[src/rtl/ps2_pkg.sv]
`default_nettype none
// ============================================================================
//  Module   : ps2_pkg
//  Purpose  : Shared types and constants for the PS/2 host transmitter and
//             the scan-code receiver that sits beside it.
//  Revision : 1.0  initial release
// ============================================================================
package ps2_pkg;

  typedef enum logic [2:0] {
    ST_IDLE      = 3'd0,
    ST_INHIBIT   = 3'd1,
    ST_RTS       = 3'd2,
    ST_SEND      = 3'd3,
    ST_ACK       = 3'd4,
    ST_WAIT_IDLE = 3'd5
  } ps2_state_e;

  localparam logic [1:0] ERR_NONE    = 2'b00;
  localparam logic [1:0] ERR_NACK    = 2'b01;
  localparam logic [1:0] ERR_TIMEOUT = 2'b10;

  localparam logic [7:0] CMD_SET_LEDS = 8'hED;
  localparam logic [7:0] CMD_ENABLE   = 8'hF4;
  localparam logic [7:0] CMD_RESET    = 8'hFF;
  localparam logic [7:0] RESP_ACK     = 8'hFA;

  // Bit index of the stop bit: 0..7 data, 8 parity, 9 stop
  localparam logic [3:0] STOP_BIT_IDX = 4'd9;

  // PS/2 frames carry odd parity over the eight data bits
  function automatic logic odd_parity(input logic [7:0] b);
    return ~^b;
  endfunction

endpackage
`default_nettype wire

[src/rtl/ps2_host_tx_if.sv]
`default_nettype none
// ============================================================================
//  Module   : ps2_host_tx_if
//  Purpose  : Command handshake and status bundle of the PS/2 host
//             transmitter. master = command source, slave = transmitter.
//  Revision : 1.0  initial release
// ============================================================================
interface ps2_host_tx_if;
  logic       cmd_valid;
  logic [7:0] cmd_data;
  logic       cmd_ready;
  logic       busy;
  logic       done;
  logic       err;
  logic [1:0] err_code;

  modport master (
    output cmd_valid, cmd_data,
    input  cmd_ready, busy, done, err, err_code
  );

  modport slave (
    input  cmd_valid, cmd_data,
    output cmd_ready, busy, done, err, err_code
  );
endinterface
`default_nettype wire

[src/rtl/ps2_line_sync.sv]
`default_nettype none
// ============================================================================
//  Module   : ps2_line_sync
//  Purpose  : Two-flop synchronisers for the raw PS/2 clock and data pins and
//             a falling-edge detector on the synchronised clock. Shared with
//             the scan-code receiver.
//  Revision : 1.0  initial release
// ============================================================================
module ps2_line_sync (
  input  logic clk,
  input  logic rst,
  input  logic c_in,
  input  logic d_in,
  output logic c_sync,
  output logic d_sync,
  output logic c_fall
);

  logic c_meta_q, c_sync_q, c_prev_q;
  logic d_meta_q, d_sync_q;

  // Synchronise both pins; idle PS/2 lines are high, so reset to 1
  always_ff @(posedge clk) begin
    if (rst) begin
      c_meta_q <= 1'b1;
      c_sync_q <= 1'b1;
      c_prev_q <= 1'b1;
      d_meta_q <= 1'b1;
      d_sync_q <= 1'b1;
    end else begin
      c_meta_q <= c_in;
      c_sync_q <= c_meta_q;
      c_prev_q <= c_sync_q;
      d_meta_q <= d_in;
      d_sync_q <= d_meta_q;
    end
  end

  assign c_sync = c_sync_q;
  assign d_sync = d_sync_q;
  assign c_fall = c_prev_q & ~c_sync_q;

endmodule
`default_nettype wire

[src/rtl/ps2_host_tx.sv]
`default_nettype none
// ============================================================================
//  Module   : ps2_host_tx
//  Purpose  : Host-to-device PS/2 command sequencer. Inhibits the clock,
//             issues request-to-send, shifts out one byte with odd parity on
//             device clock falls, then checks the device ACK bit. Drives the
//             pins open-drain (pull-low only) and blocks the receiver while
//             busy.
//  Config   : PS2_TIMEOUT_EN - abort when the device stops clocking.
//  Revision : 1.0  initial release
// ============================================================================
module ps2_host_tx
  import ps2_pkg::*;
#(
  parameter int CLK_HZ     = 50_000_000,
  parameter int INHIBIT_US = 100,
  parameter int TIMEOUT_US = 2000
) (
  input  logic         clk,
  input  logic         rst,
  input  logic         ps2_c_in,
  input  logic         ps2_d_in,
  output logic         ps2_c_oe,
  output logic         ps2_d_oe,
  output logic         rx_block,
  ps2_host_tx_if.slave cmd
);

  localparam int CYC_PER_US  = CLK_HZ / 1_000_000;
  localparam int INHIBIT_CYC = CYC_PER_US * INHIBIT_US;
  localparam int TIMEOUT_CYC = CYC_PER_US * TIMEOUT_US;
  localparam int CNT_MAX     = (INHIBIT_CYC > TIMEOUT_CYC) ? INHIBIT_CYC : TIMEOUT_CYC;
  localparam int CNT_W       = $clog2(CNT_MAX + 1);

  localparam logic [CNT_W-1:0] INHIBIT_LAST = CNT_W'(INHIBIT_CYC - 1);
`ifdef PS2_TIMEOUT_EN
  localparam logic [CNT_W-1:0] TIMEOUT_LAST = CNT_W'(TIMEOUT_CYC - 1);
`endif

  ps2_state_e       state_q, state_d;
  logic [CNT_W-1:0] cnt_q, cnt_d;
  logic [3:0]       bit_idx_q, bit_idx_d;
  logic [8:0]       shift_q, shift_d;
  logic             c_oe_q, c_oe_d;
  logic             d_oe_q, d_oe_d;
  logic             done_q, done_d;
  logic             err_q, err_d;
  logic [1:0]       err_code_q, err_code_d;
  logic             c_sync, d_sync, c_fall;
  logic             busy;

  ps2_line_sync u_sync (
    .clk    (clk),
    .rst    (rst),
    .c_in   (ps2_c_in),
    .d_in   (ps2_d_in),
    .c_sync (c_sync),
    .d_sync (d_sync),
    .c_fall (c_fall)
  );

  // Next-state logic: transfer sequencing, bit shifting and status pulses
  always_comb begin
    state_d    = state_q;
    cnt_d      = cnt_q;
    bit_idx_d  = bit_idx_q;
    shift_d    = shift_q;
    c_oe_d     = c_oe_q;
    d_oe_d     = d_oe_q;
    done_d     = 1'b0;
    err_d      = 1'b0;
    err_code_d = err_code_q;

    case (state_q)
      ST_IDLE: begin
        if (cmd.cmd_valid) begin
          shift_d    = {odd_parity(cmd.cmd_data), cmd.cmd_data};
          cnt_d      = '0;
          c_oe_d     = 1'b1;
          d_oe_d     = 1'b0;
          err_code_d = ERR_NONE;
          state_d    = ST_INHIBIT;
        end
      end
      ST_INHIBIT: begin
        if (cnt_q == INHIBIT_LAST) begin
          cnt_d   = '0;
          d_oe_d  = 1'b1;
          state_d = ST_RTS;
        end else begin
          cnt_d = cnt_q + CNT_W'(1);
        end
      end
      ST_RTS: begin
        // Start bit stays driven low; releasing the clock hands it to the device
        c_oe_d    = 1'b0;
        bit_idx_d = '0;
        cnt_d     = '0;
        state_d   = ST_SEND;
      end
      ST_SEND: begin
        if (c_fall) begin
          cnt_d = '0;
          if (bit_idx_q == STOP_BIT_IDX) begin
            d_oe_d  = 1'b0;
            state_d = ST_ACK;
          end else begin
            d_oe_d    = ~shift_q[0];
            shift_d   = {1'b0, shift_q[8:1]};
            bit_idx_d = bit_idx_q + 4'd1;
          end
        end
      end
      ST_ACK: begin
        if (c_fall) begin
          cnt_d = '0;
          if (!d_sync) begin
            state_d = ST_WAIT_IDLE;
          end else begin
            err_d      = 1'b1;
            err_code_d = ERR_NACK;
            state_d    = ST_IDLE;
          end
        end
      end
      ST_WAIT_IDLE: begin
        if (c_fall) begin
          cnt_d = '0;
        end
        if (c_sync && d_sync) begin
          done_d  = 1'b1;
          state_d = ST_IDLE;
        end
      end
      default: begin
        c_oe_d  = 1'b0;
        d_oe_d  = 1'b0;
        state_d = ST_IDLE;
      end
    endcase

`ifdef PS2_TIMEOUT_EN
    // Device-clock watchdog; a normal completion in the same cycle wins
    if ((state_q == ST_SEND || state_q == ST_ACK || state_q == ST_WAIT_IDLE) &&
        !c_fall && state_d == state_q) begin
      if (cnt_q == TIMEOUT_LAST) begin
        c_oe_d     = 1'b0;
        d_oe_d     = 1'b0;
        err_d      = 1'b1;
        err_code_d = ERR_TIMEOUT;
        state_d    = ST_IDLE;
      end else begin
        cnt_d = cnt_q + CNT_W'(1);
      end
    end
`endif
  end

  // State and registered outputs
  always_ff @(posedge clk) begin
    if (rst) begin
      state_q    <= ST_IDLE;
      cnt_q      <= '0;
      bit_idx_q  <= '0;
      shift_q    <= '0;
      c_oe_q     <= 1'b0;
      d_oe_q     <= 1'b0;
      done_q     <= 1'b0;
      err_q      <= 1'b0;
      err_code_q <= ERR_NONE;
    end else begin
      state_q    <= state_d;
      cnt_q      <= cnt_d;
      bit_idx_q  <= bit_idx_d;
      shift_q    <= shift_d;
      c_oe_q     <= c_oe_d;
      d_oe_q     <= d_oe_d;
      done_q     <= done_d;
      err_q      <= err_d;
      err_code_q <= err_code_d;
    end
  end

  assign busy          = (state_q != ST_IDLE);
  assign rx_block      = busy;
  assign ps2_c_oe      = c_oe_q;
  assign ps2_d_oe      = d_oe_q;
  assign cmd.cmd_ready = ~busy;
  assign cmd.busy      = busy;
  assign cmd.done      = done_q;
  assign cmd.err       = err_q;
  assign cmd.err_code  = err_code_q;

endmodule
`default_nettype wire
[src/flat_wrapper.sv]
// flat-port wrapper written by rule: the top's interface ports become plain ports
module ps2_host_tx_flat import ps2_pkg::*;
#(
  parameter int CLK_HZ     = 50_000_000,
  parameter int INHIBIT_US = 100,
  parameter int TIMEOUT_US = 2000
)
  (clk, rst, ps2_c_in, ps2_d_in, ps2_c_oe, ps2_d_oe, rx_block, cmd_cmd_valid, cmd_cmd_data, cmd_cmd_ready, cmd_busy, cmd_done, cmd_err, cmd_err_code);
  ps2_host_tx_if cmd_i ();
  input  logic clk;
  input  logic rst;
  input  logic ps2_c_in;
  input  logic ps2_d_in;
  output logic ps2_c_oe;
  output logic ps2_d_oe;
  output logic rx_block;
  input wire logic [$bits(cmd_i.cmd_valid)-1:0] cmd_cmd_valid;
  input wire logic [$bits(cmd_i.cmd_data)-1:0] cmd_cmd_data;
  output wire logic [$bits(cmd_i.cmd_ready)-1:0] cmd_cmd_ready;
  output wire logic [$bits(cmd_i.busy)-1:0] cmd_busy;
  output wire logic [$bits(cmd_i.done)-1:0] cmd_done;
  output wire logic [$bits(cmd_i.err)-1:0] cmd_err;
  output wire logic [$bits(cmd_i.err_code)-1:0] cmd_err_code;
  assign cmd_i.cmd_valid = cmd_cmd_valid;
  assign cmd_i.cmd_data = cmd_cmd_data;
  assign cmd_cmd_ready = cmd_i.cmd_ready;
  assign cmd_busy = cmd_i.busy;
  assign cmd_done = cmd_i.done;
  assign cmd_err = cmd_i.err;
  assign cmd_err_code = cmd_i.err_code;
  ps2_host_tx #(.CLK_HZ(CLK_HZ), .INHIBIT_US(INHIBIT_US), .TIMEOUT_US(TIMEOUT_US)) u_core (.clk(clk), .rst(rst), .ps2_c_in(ps2_c_in), .ps2_d_in(ps2_d_in), .ps2_c_oe(ps2_c_oe), .ps2_d_oe(ps2_d_oe), .rx_block(rx_block), .cmd(cmd_i));
endmodule
[config.mk]
export PLATFORM = sky130hd
export DESIGN_NAME = ps2_host_tx_flat
export DESIGN_NICKNAME = d
export VERILOG_FILES = /design/src/rtl/ps2_pkg.sv /design/src/rtl/ps2_host_tx_if.sv /design/src/rtl/ps2_line_sync.sv /design/src/rtl/ps2_host_tx.sv /design/src/flat_wrapper.sv
export SDC_FILE = /design/constraint.sdc
export NUM_CORES = 1
export LEC_CHECK = 0
export ABC_AREA = 1
export BUFFER_PORTS_ARGS = -buffer_cell sky130_fd_sc_hd__buf_2
export CORE_MARGIN = 2
export CORE_UTILIZATION = 59
export DETAILED_ROUTE_END_ITERATION = 10
export PLACE_DENSITY_LB_ADDON = 0.3
export REMOVE_ABC_BUFFERS = 1
export SETUP_SLACK_MARGIN = 0.1
export SLEW_MARGIN = 20
export SYNTH_ARGS = -nofsm -noshare
export SYNTH_HDL_FRONTEND = slang
export SYNTH_SLANG_ARGS = --single-unit
[constraint.sdc]
create_clock -name clk -period 1.6 [get_ports clk]
set_input_delay 0.08 -clock clk [delete_from_list [all_inputs] [get_ports clk]]
set_output_delay 0.08 -clock clk [all_outputs]
set_load 0.02 [all_outputs]
==> flow_metrics.tcl, run 1 <==
set metrics [dict create \
    start_util 0.6257 \
    cts_max_level 2 \
    ratio_of_cells_with_drive_above_1_in_the_final_layout 0.2283 \
    switchingPower_mw 1.662 \
    gpl.final_weighted_congestion 0.9034 \
    fin_util 0.7296 \
    timing_hold_violations_final 0 \
    critical_path.reg2reg.startpoint "u_core.state_q[2]" \
    post-synth-top-area-cell "sky130_fd_sc_hd__dfxtp_1" \
    placement_rows 23 \
    route.vias.total 2559 \
    clock_insertion_delay_worst_skew_ps 310 \
    post-synth-top-area-fraction 0.3391 \
    post_synth_num_cell_types 33 \
    cp-start-kind "register" \
    diodes 0 \
    final_cell_count_without_fillers 488 \
    power.leakage_nw 1.344 \
    ctsLongestPathBuffers 2 \
    die_height_um 69.60 \
    pwr-share-seq 0.364 \
    holdCritStartpoint "cmd_cmd_data[7]" \
    die_width_um 69.60 \
    detailedRoute.firstIterationViolations 196 \
    p_clk_frac 0.190 \
    crit-reg2reg-capture "u_core.cnt_q[1]" \
    vias_per_cell 5.244 \
    maxCapViolCount 0 \
    total_power_mw 3.822 \
    worst_hold_slack_ps 139.3 \
    final_min_period_over_clock_period 0.8886 \
    rsz0062_at_grt "true" \
    post-route-min-period_ps 1422 \
    synthesis.yosys.warnings 0 \
    pwr-share-comb 0.446 \
    area_growth_pct 16.61 \
    seq_area_frac_synth 0.3391 \
    outcome "finished, final reports clean" \
    synthesis.area_um2 2539 \
    tritoncts "built" \
    register_area_um2 874.6 \
    hold_class "primary input to register" \
    per_cell_routed_wire_length_um 11.84 \
    maxSlewViolCount 0 \
    global_route.overflow_total 0 \
    internal_power_mw 2.160 \
    postSynthCellCount 401 \
    power_per_unit_of_standard_cell_area_nw_per_um2 1291 \
    clock_skew_ps 2.259 \
    p_sw_frac 0.4348 \
    clock_sink_count 43 \
    rrSetupSlack_ps 180 \
    core_area_um2 4058 \
    grt_start_max_net_pins 21 \
    clk_pin_slew_ps 90 \
    timing.fmax_ghz 0.7033 \
    holdPathEnd "u_core.shift_q[7]" \
    worstSetupPathType "register to register" \
    vdd.ir_drop.worst_v 0.001099 \
    detailed_router_iteration_count_before_antenna_repair 5 \
    wirelength_um 5779 \
    startpoint "u_core.state_q[2]" \
    remaining_drc_errors 0 \
    post_synth_main_area_contributors "sky130_fd_sc_hd__dfxtp_1, sky130_fd_sc_hd__nand2_1, sky130_fd_sc_hd__nor2_1" \
    multiInputGateArea_um2 1453 \
    synth_area_per_cell_um2 6.331 \
    ff2ff_path_depth 8 \
    first_pass_grt_wire_length_um 9839 \
    postRouteAntennaNets 0 \
    critical_path_peak_fanout 16 \
    worstSetupEndpointType "register" \
    grt_pass1_vias 2324 \
    cell_count_after_placement 473 \
    finish.net_count 453 \
    cts.root.buffer_cell "sky130_fd_sc_hd__clkbuf_8" \
    post-dp-hpwl_um 3944 \
    port-buffer-count 20 \
    number_of_antenna_violations_at_the_first_check_in_global_routing 0 \
    yosys_register_bits 43 \
    pin_count 22 \
    arrival_ps 1670 \
    hold_path_depth 5 \
    design_area_um2 2960 \
    detailed_place.area_um2 2726 \
    cts_buffers 5 \
    track_usage 0.2470 \
    die-area_um2 4843 \
    filler_cell_count 340 \
    setup_viol 0 \
    critical_path_required_ps 1850 \
]
==> cell usage after synthesis <==
library cell,count
sky130_fd_sc_hd__nor2_8,1
sky130_fd_sc_hd__nor2_1,65
sky130_fd_sc_hd__nor2_2,3
sky130_fd_sc_hd__inv_1,44
sky130_fd_sc_hd__nand3b_1,3
sky130_fd_sc_hd__nand2_2,4
sky130_fd_sc_hd__o21ai_0,14
sky130_fd_sc_hd__nand3_1,36
sky130_fd_sc_hd__o211ai_1,2
sky130_fd_sc_hd__nand2_4,5
sky130_fd_sc_hd__nor4_1,1
sky130_fd_sc_hd__conb_1,1
sky130_fd_sc_hd__a21oi_2,3
sky130_fd_sc_hd__ha_1,3
sky130_fd_sc_hd__inv_2,6
sky130_fd_sc_hd__a31oi_1,1
sky130_fd_sc_hd__nand2_1,115
sky130_fd_sc_hd__o21ai_1,2
sky130_fd_sc_hd__nor2_4,3
sky130_fd_sc_hd__buf_2,3
sky130_fd_sc_hd__nand4_1,3
sky130_fd_sc_hd__o21bai_1,1
sky130_fd_sc_hd__buf_4,3
sky130_fd_sc_hd__clkbuf_2,1
sky130_fd_sc_hd__xnor2_1,1
sky130_fd_sc_hd__a21oi_1,18
sky130_fd_sc_hd__nand3_4,1
sky130_fd_sc_hd__inv_4,1
sky130_fd_sc_hd__or2_2,5
sky130_fd_sc_hd__nor3_1,3
sky130_fd_sc_hd__buf_6,3
sky130_fd_sc_hd__clkbuf_1,3
sky130_fd_sc_hd__dfxtp_1,43
==> worst max-delay path by stage <==
stage               cells after the start  slack (ps)                 to
floorplan                               9        -110  u_core.shift_q[2]
global route                           10          40   u_core.cnt_q[13]
finish                                  8         180    u_core.cnt_q[1]
detailed placement                      6          70   u_core.cnt_q[10]
CTS                                     9         100  u_core.shift_q[0]
global placement                        7         100    u_core.cnt_q[9]
==> layout make-up <==
cell class | count | area share
timing repair buffer | 42 | 0.09510
multi-input combinational | 294 | 0.4907
tap | 50 | 0.02113
inverter | 51 | 0.06636
clock inverter | 3 | 0.008030
clock buffer | 5 | 0.02325
sequential | 43 | 0.2954
==> per-stage QoR <==
stage / TNS [ps] / setup WS, ps
after detailed placement: 0 / 70.85
after global routing: 0 / 41.92
after floorplan: -947.8 / -113.0
after CTS: 0 / 101.3
final: 0 / 178.2
after global placement: 0 / 98.53
==> placed cells by master, fill, tap and decap left out, types with 7 or more instances in the layout <==
cell type                 netlist  routed
sky130_fd_sc_hd__nand3_1       36      36
sky130_fd_sc_hd__nand2_4        5       7
sky130_fd_sc_hd__buf_4          3      18
sky130_fd_sc_hd__nand2_1      115     113
sky130_fd_sc_hd__a21oi_1       18      18
sky130_fd_sc_hd__buf_2          3      20
sky130_fd_sc_hd__o21ai_1        2       7
sky130_fd_sc_hd__dfxtp_1       43      36
sky130_fd_sc_hd__inv_1         44      43
sky130_fd_sc_hd__o21ai_0       14       8
sky130_fd_sc_hd__nor2_2         3      10
sky130_fd_sc_hd__nor2_1        65      57
==> worst max-delay path: stages (launching register included) <==
cell	delay, ps
sky130_fd_sc_hd__dfxtp_2	430
sky130_fd_sc_hd__inv_2	110
sky130_fd_sc_hd__nand3_4	110
sky130_fd_sc_hd__nand2_4	100
sky130_fd_sc_hd__nor2_4	150
sky130_fd_sc_hd__buf_8	160
sky130_fd_sc_hd__buf_4	110
sky130_fd_sc_hd__nand2_1	50
sky130_fd_sc_hd__a21oi_2	120
==> power by group through the flow <==
stage | Combinational, mW | Sequential [mW] | Clock [mW]
4_1_cts | 1.57 | 1.36 | 0.737
5_1_grt | 1.89 | 1.41 | 0.785
2_1_floorplan | 1.07 | 1.39 | 0
3_5_place_dp | 1.53 | 1.38 | 0
3_3_place_gp | 1.50 | 1.37 | 0
6_report | 1.71 | 1.39 | 0.724
==> layer usage <==
| metal | vias to the layer above | wire, µm | track usage |
|---|---|---|---|
| met3 | 17 | 345 | 0.04797 |
| met5 | - | 0 | 0 |
| li1 | 1318 | - | - |
| met1 | 1120 | 2545 | 0.3065 |
| met2 | 104 | 2779 | 0.4220 |
| met4 | 0 | 108 | 0.09368 |
==> logic make-up after synthesis <==
group / Yosys count / synth area share
fa+ha+maj: 3 / 0.01479
buf+inv: 64 / 0.1109
flops: 43 / 0.3391
other cells: 1 / 0.001477
xor+xnor: 1 / 0.003451
simple gates: 248 / 0.4416
compound gates: 41 / 0.08872
==> state kept, by name, indices dropped and copies added, names as in the netlist, 3 cells and up <==
signal / cells
u_core.cnt_q: 17
u_core.state_q: 3
u_core.shift_q: 9
u_core.bit_idx_q: 4
==> what timing repair did <==
action                                  4_1_cts  5_1_grt
endpoints found under the setup margin       17       31
resized for setup                             5       31
endpoints found under the hold margin         2        0
cloned                                        0        0
setup buffers                                 1        4
hold buffers                                  2        0
pin swaps                                     1        5
No activity file was read; power rests on OpenSTA's default activity.
==> run 2: changes to the inputs <==
--- a/config.mk
+++ b/config.mk
@@ -5,7 +5,7 @@
 export SDC_FILE = /design/constraint.sdc
 export NUM_CORES = 1
 export LEC_CHECK = 0
-export ABC_AREA = 1
+export ABC_AREA = 0
 export BUFFER_PORTS_ARGS = -buffer_cell sky130_fd_sc_hd__buf_2
 export CORE_MARGIN = 2
 export CORE_UTILIZATION = 59
==> flow_metrics.tcl, run 2 <==
set metrics [dict create \
    timing.fmax_ghz 0.5112 \
    startpoint "u_core.cnt_q[12]" \
    diodes 0 \
    path_buf_inv 4 \
    finish.net_count 388 \
    layout_setup_ws_ps -356.3 \
    clock_skew_ps 11.15 \
    post-synth-top-area-cell "sky130_fd_sc_hd__dfxtp_1" \
    critical_path_required_ps 1770 \
    maxCapViolCount 0 \
    largest_register "u_core.cnt_q" \
    grt_pass1_vias 2724 \
    power.leakage_nw 1.426 \
    fraction_of_synthesized_cell_area_in_xor_and_xnor_cells 0.03688 \
    post_synth_fa_ha_maj_area_fraction 0.01581 \
    post-dp-hpwl_um 4332 \
    yosys_register_bits 43 \
    port-buffer-count 20 \
    vias_per_cell 7.255 \
    route.vias.total 3069 \
    grt_start_max_net_pins 17 \
    crit-reg2reg-capture "u_core.cnt_q[1]" \
    ff2ff_path_depth 8 \
    critPathMostFrequentCell "sky130_fd_sc_hd__buf_4" \
    failing_checks "setup timing" \
    largest_reg_flops 17 \
    cts.root.buffer_cell "sky130_fd_sc_hd__clkbuf_8" \
    synth_top_family_by_area "simple AND/OR/NAND/NOR gates" \
    synth_compound_area_frac 0.2244 \
    path_cells "buf_4 -> buf_4 -> nor4b_1 -> nand4_1 -> buf_6 -> buf_4 -> nand3_1 -> a21oi_1" \
    ctsLongestPathBuffers 2 \
    critical_path.reg2reg.startpoint "u_core.cnt_q[12]" \
    global_route.overflow_total 0 \
    design_area_um2 3616 \
    critical_path_peak_fanout 5 \
    number_of_antenna_violations_at_the_first_check_in_global_routing 0 \
    vdd.ir_drop.worst_v 0.0006445 \
    detailedPlace.worstSlack_ps -421.8 \
    most-common-layout-cells "sky130_fd_sc_hd__buf_4, sky130_fd_sc_hd__dfxtp_1, sky130_fd_sc_hd__buf_6" \
    layout.cells.most_common "sky130_fd_sc_hd__buf_4" \
    final_min_period_over_clock_period 1.223 \
    postRouteAntennaNets 0 \
    hold_class "primary input to register" \
    per_cell_routed_wire_length_um 24.85 \
    track_usage 0.3975 \
    synth_area_per_cell_um2 8.391 \
    post-route-min-period_ps 1956 \
    rrSetupSlack_ps -360 \
    cp-endpoint "u_core.cnt_q[1]" \
    synth-edff-count 0 \
    clock_sink_count 43 \
    cp.depth 8 \
    cts_buffers 5 \
    synthesis.area_um2 2375 \
    rsz0062_at_grt "true" \
    ratio_of_cells_with_drive_above_1_in_the_final_layout 0.4933 \
    worst_path_largest_cell_delay_ps 400 \
    remaining_drc_errors 0 \
    outcome "finished with violations" \
    setup_viol 31 \
    synthesis.yosys.warnings 0 \
    post_synth_main_area_contributors "sky130_fd_sc_hd__dfxtp_1, sky130_fd_sc_hd__o21ai_0, sky130_fd_sc_hd__a21oi_1" \
    core_area_um2 3943 \
    synth_ff_type "sky130_fd_sc_hd__dfxtp_1" \
    seq_area_frac_synth 0.3625 \
    yosys.cell_count.top_type "sky130_fd_sc_hd__dfxtp_1" \
    layout_top_registers "u_core.cnt_q (17), u_core.shift_q (9), u_core.bit_idx_q (4)" \
    postSynthCellCount 283 \
    die-area_um2 4549 \
    clock_insertion_delay_worst_skew_ps 310 \
    detailedRoute.firstIterationViolations 510 \
    maxSlewViolCount 0 \
    cts_max_level 2 \
    arrival_ps 2130 \
    yosys-top-cells-count "sky130_fd_sc_hd__dfxtp_1, sky130_fd_sc_hd__o21ai_0, sky130_fd_sc_hd__a21oi_1" \
    gpl.final_weighted_congestion 0.8779 \
    clk_pin_slew_ps 80 \
    tritoncts "built" \
    die_height_um 67.45 \
    start_util 0.6023 \
    wirelength_um 10510 \
    worstSetupPathType "register to register" \
    ys_async_sr_fraction 0 \
    power_per_unit_of_standard_cell_area_nw_per_um2 742.5 \
    timing_hold_violations_final 0 \
    cp-start-kind "register" \
    post-synth-top-area-fraction 0.3625 \
    die_width_um 67.45 \
    first_pass_grt_wire_length_um 13410 \
    holdCritStartpoint "rst" \
    placement_rows 23 \
    detailed_router_iteration_count_before_antenna_repair 8 \
    pin_count 22 \
    critPathSlowestCell "sky130_fd_sc_hd__nor4b_1" \
    area_growth_pct 52.27 \
    post_synth_num_cell_types 61 \
    detailed_place.area_um2 2859 \
    synth_mux_area_frac 0.03846 \
    critPathTopFamily "simple AND/OR/NAND/NOR gates" \
    worstSetupEndpointType "register" \
    synthSimpleGateAreaFrac 0.2582 \
]
-- run 2: metal layers --
metal / vias up / track usage / wire length, µm
li1: 1247 / - / -
met1: 1415 / 0.4860 / 3730
met2: 311 / 0.6436 / 4806
met3: 96 / 0.09333 / 1183
met4: 0 / 0.2194 / 789
met5: - / 0 / 0
-- run 2: worst min-delay path by stage --
stage                              to  slack [ps]  depth (start not counted)
6_report             u_core.cnt_q[14]         170                          2
5_1_grt              u_core.cnt_q[14]         180                          2
4_1_cts              u_core.cnt_q[15]         140                          2
3_5_place_dp   u_core.u_sync.c_meta_q         260                          2
3_3_place_gp   u_core.u_sync.c_meta_q         270                          2
2_1_floorplan        u_core.cnt_q[16]         150                          1
-- run 2: timing repair --
action                                  CTS  global route
resized for setup                        76            38
pin swaps                                30            13
endpoints found under the setup margin   33            39
hold endpoints to repair                  2             0
cloned                                    2             0
setup buffers                            19             7
hold buffers                              2             0
-- run 2: area by class of cell --
cell class                      count  area, µm²
Clock buffer                        6      72.57
Clock inverter                      2      12.51
Fill cell                         145      326.6
Inverter                           11      41.29
Multi-Input combinational cell    205       1665
Sequential cell                    43      888.4
Tap cell                           50      62.56
Timing Repair Buffer              106      873.3
-- run 2: through the flow --
| stage | util | hold slack [ps] | setup TNS, ps | instances | power, mW |
|---|---|---|---|---|---|
| floorplan | - | 146.2 | -6228 | 259 | 1.468 |
| global placement | 0.7252 | 267.3 | -943.2 | 386 | 1.697 |
| detailed placement | 0.7252 | 263.6 | -1278 | 386 | 1.713 |
| CTS | 0.8648 | 137.1 | -1372 | 417 | 2.505 |
| global route | 0.9172 | 176.2 | -8275 | 423 | 2.740 |
| finish | 0.9172 | 168.4 | -6461 | 423 | 2.685 |
-- run 2: worst reg2reg max path: cells and delay by family, from the launching register on --
kind / cells / cell delay, ps
and+or+nand+nor: 3 / 810
buffers and inverters: 4 / 580
DFF: 1 / 340
AOI/OAI and AO/OA: 1 / 110
-- run 2: cell families after synthesis --
| family | Yosys count |
|---|---|
| other | 1 |
| buffers and inverters | 35 |
| muxes | 9 |
| AOI/OAI and AO/OA | 81 |
| and+or+nand+nor | 101 |
| DFF | 43 |
| adders and majority gates | 3 |
| xor gates and xnor gates | 10 |
-- run 2: power by group --
part           internal [mW]  switching [mW]
logic                  0.359           0.426
clock network          0.306           0.416
registers               1.12          0.0568
total                   1.79           0.899
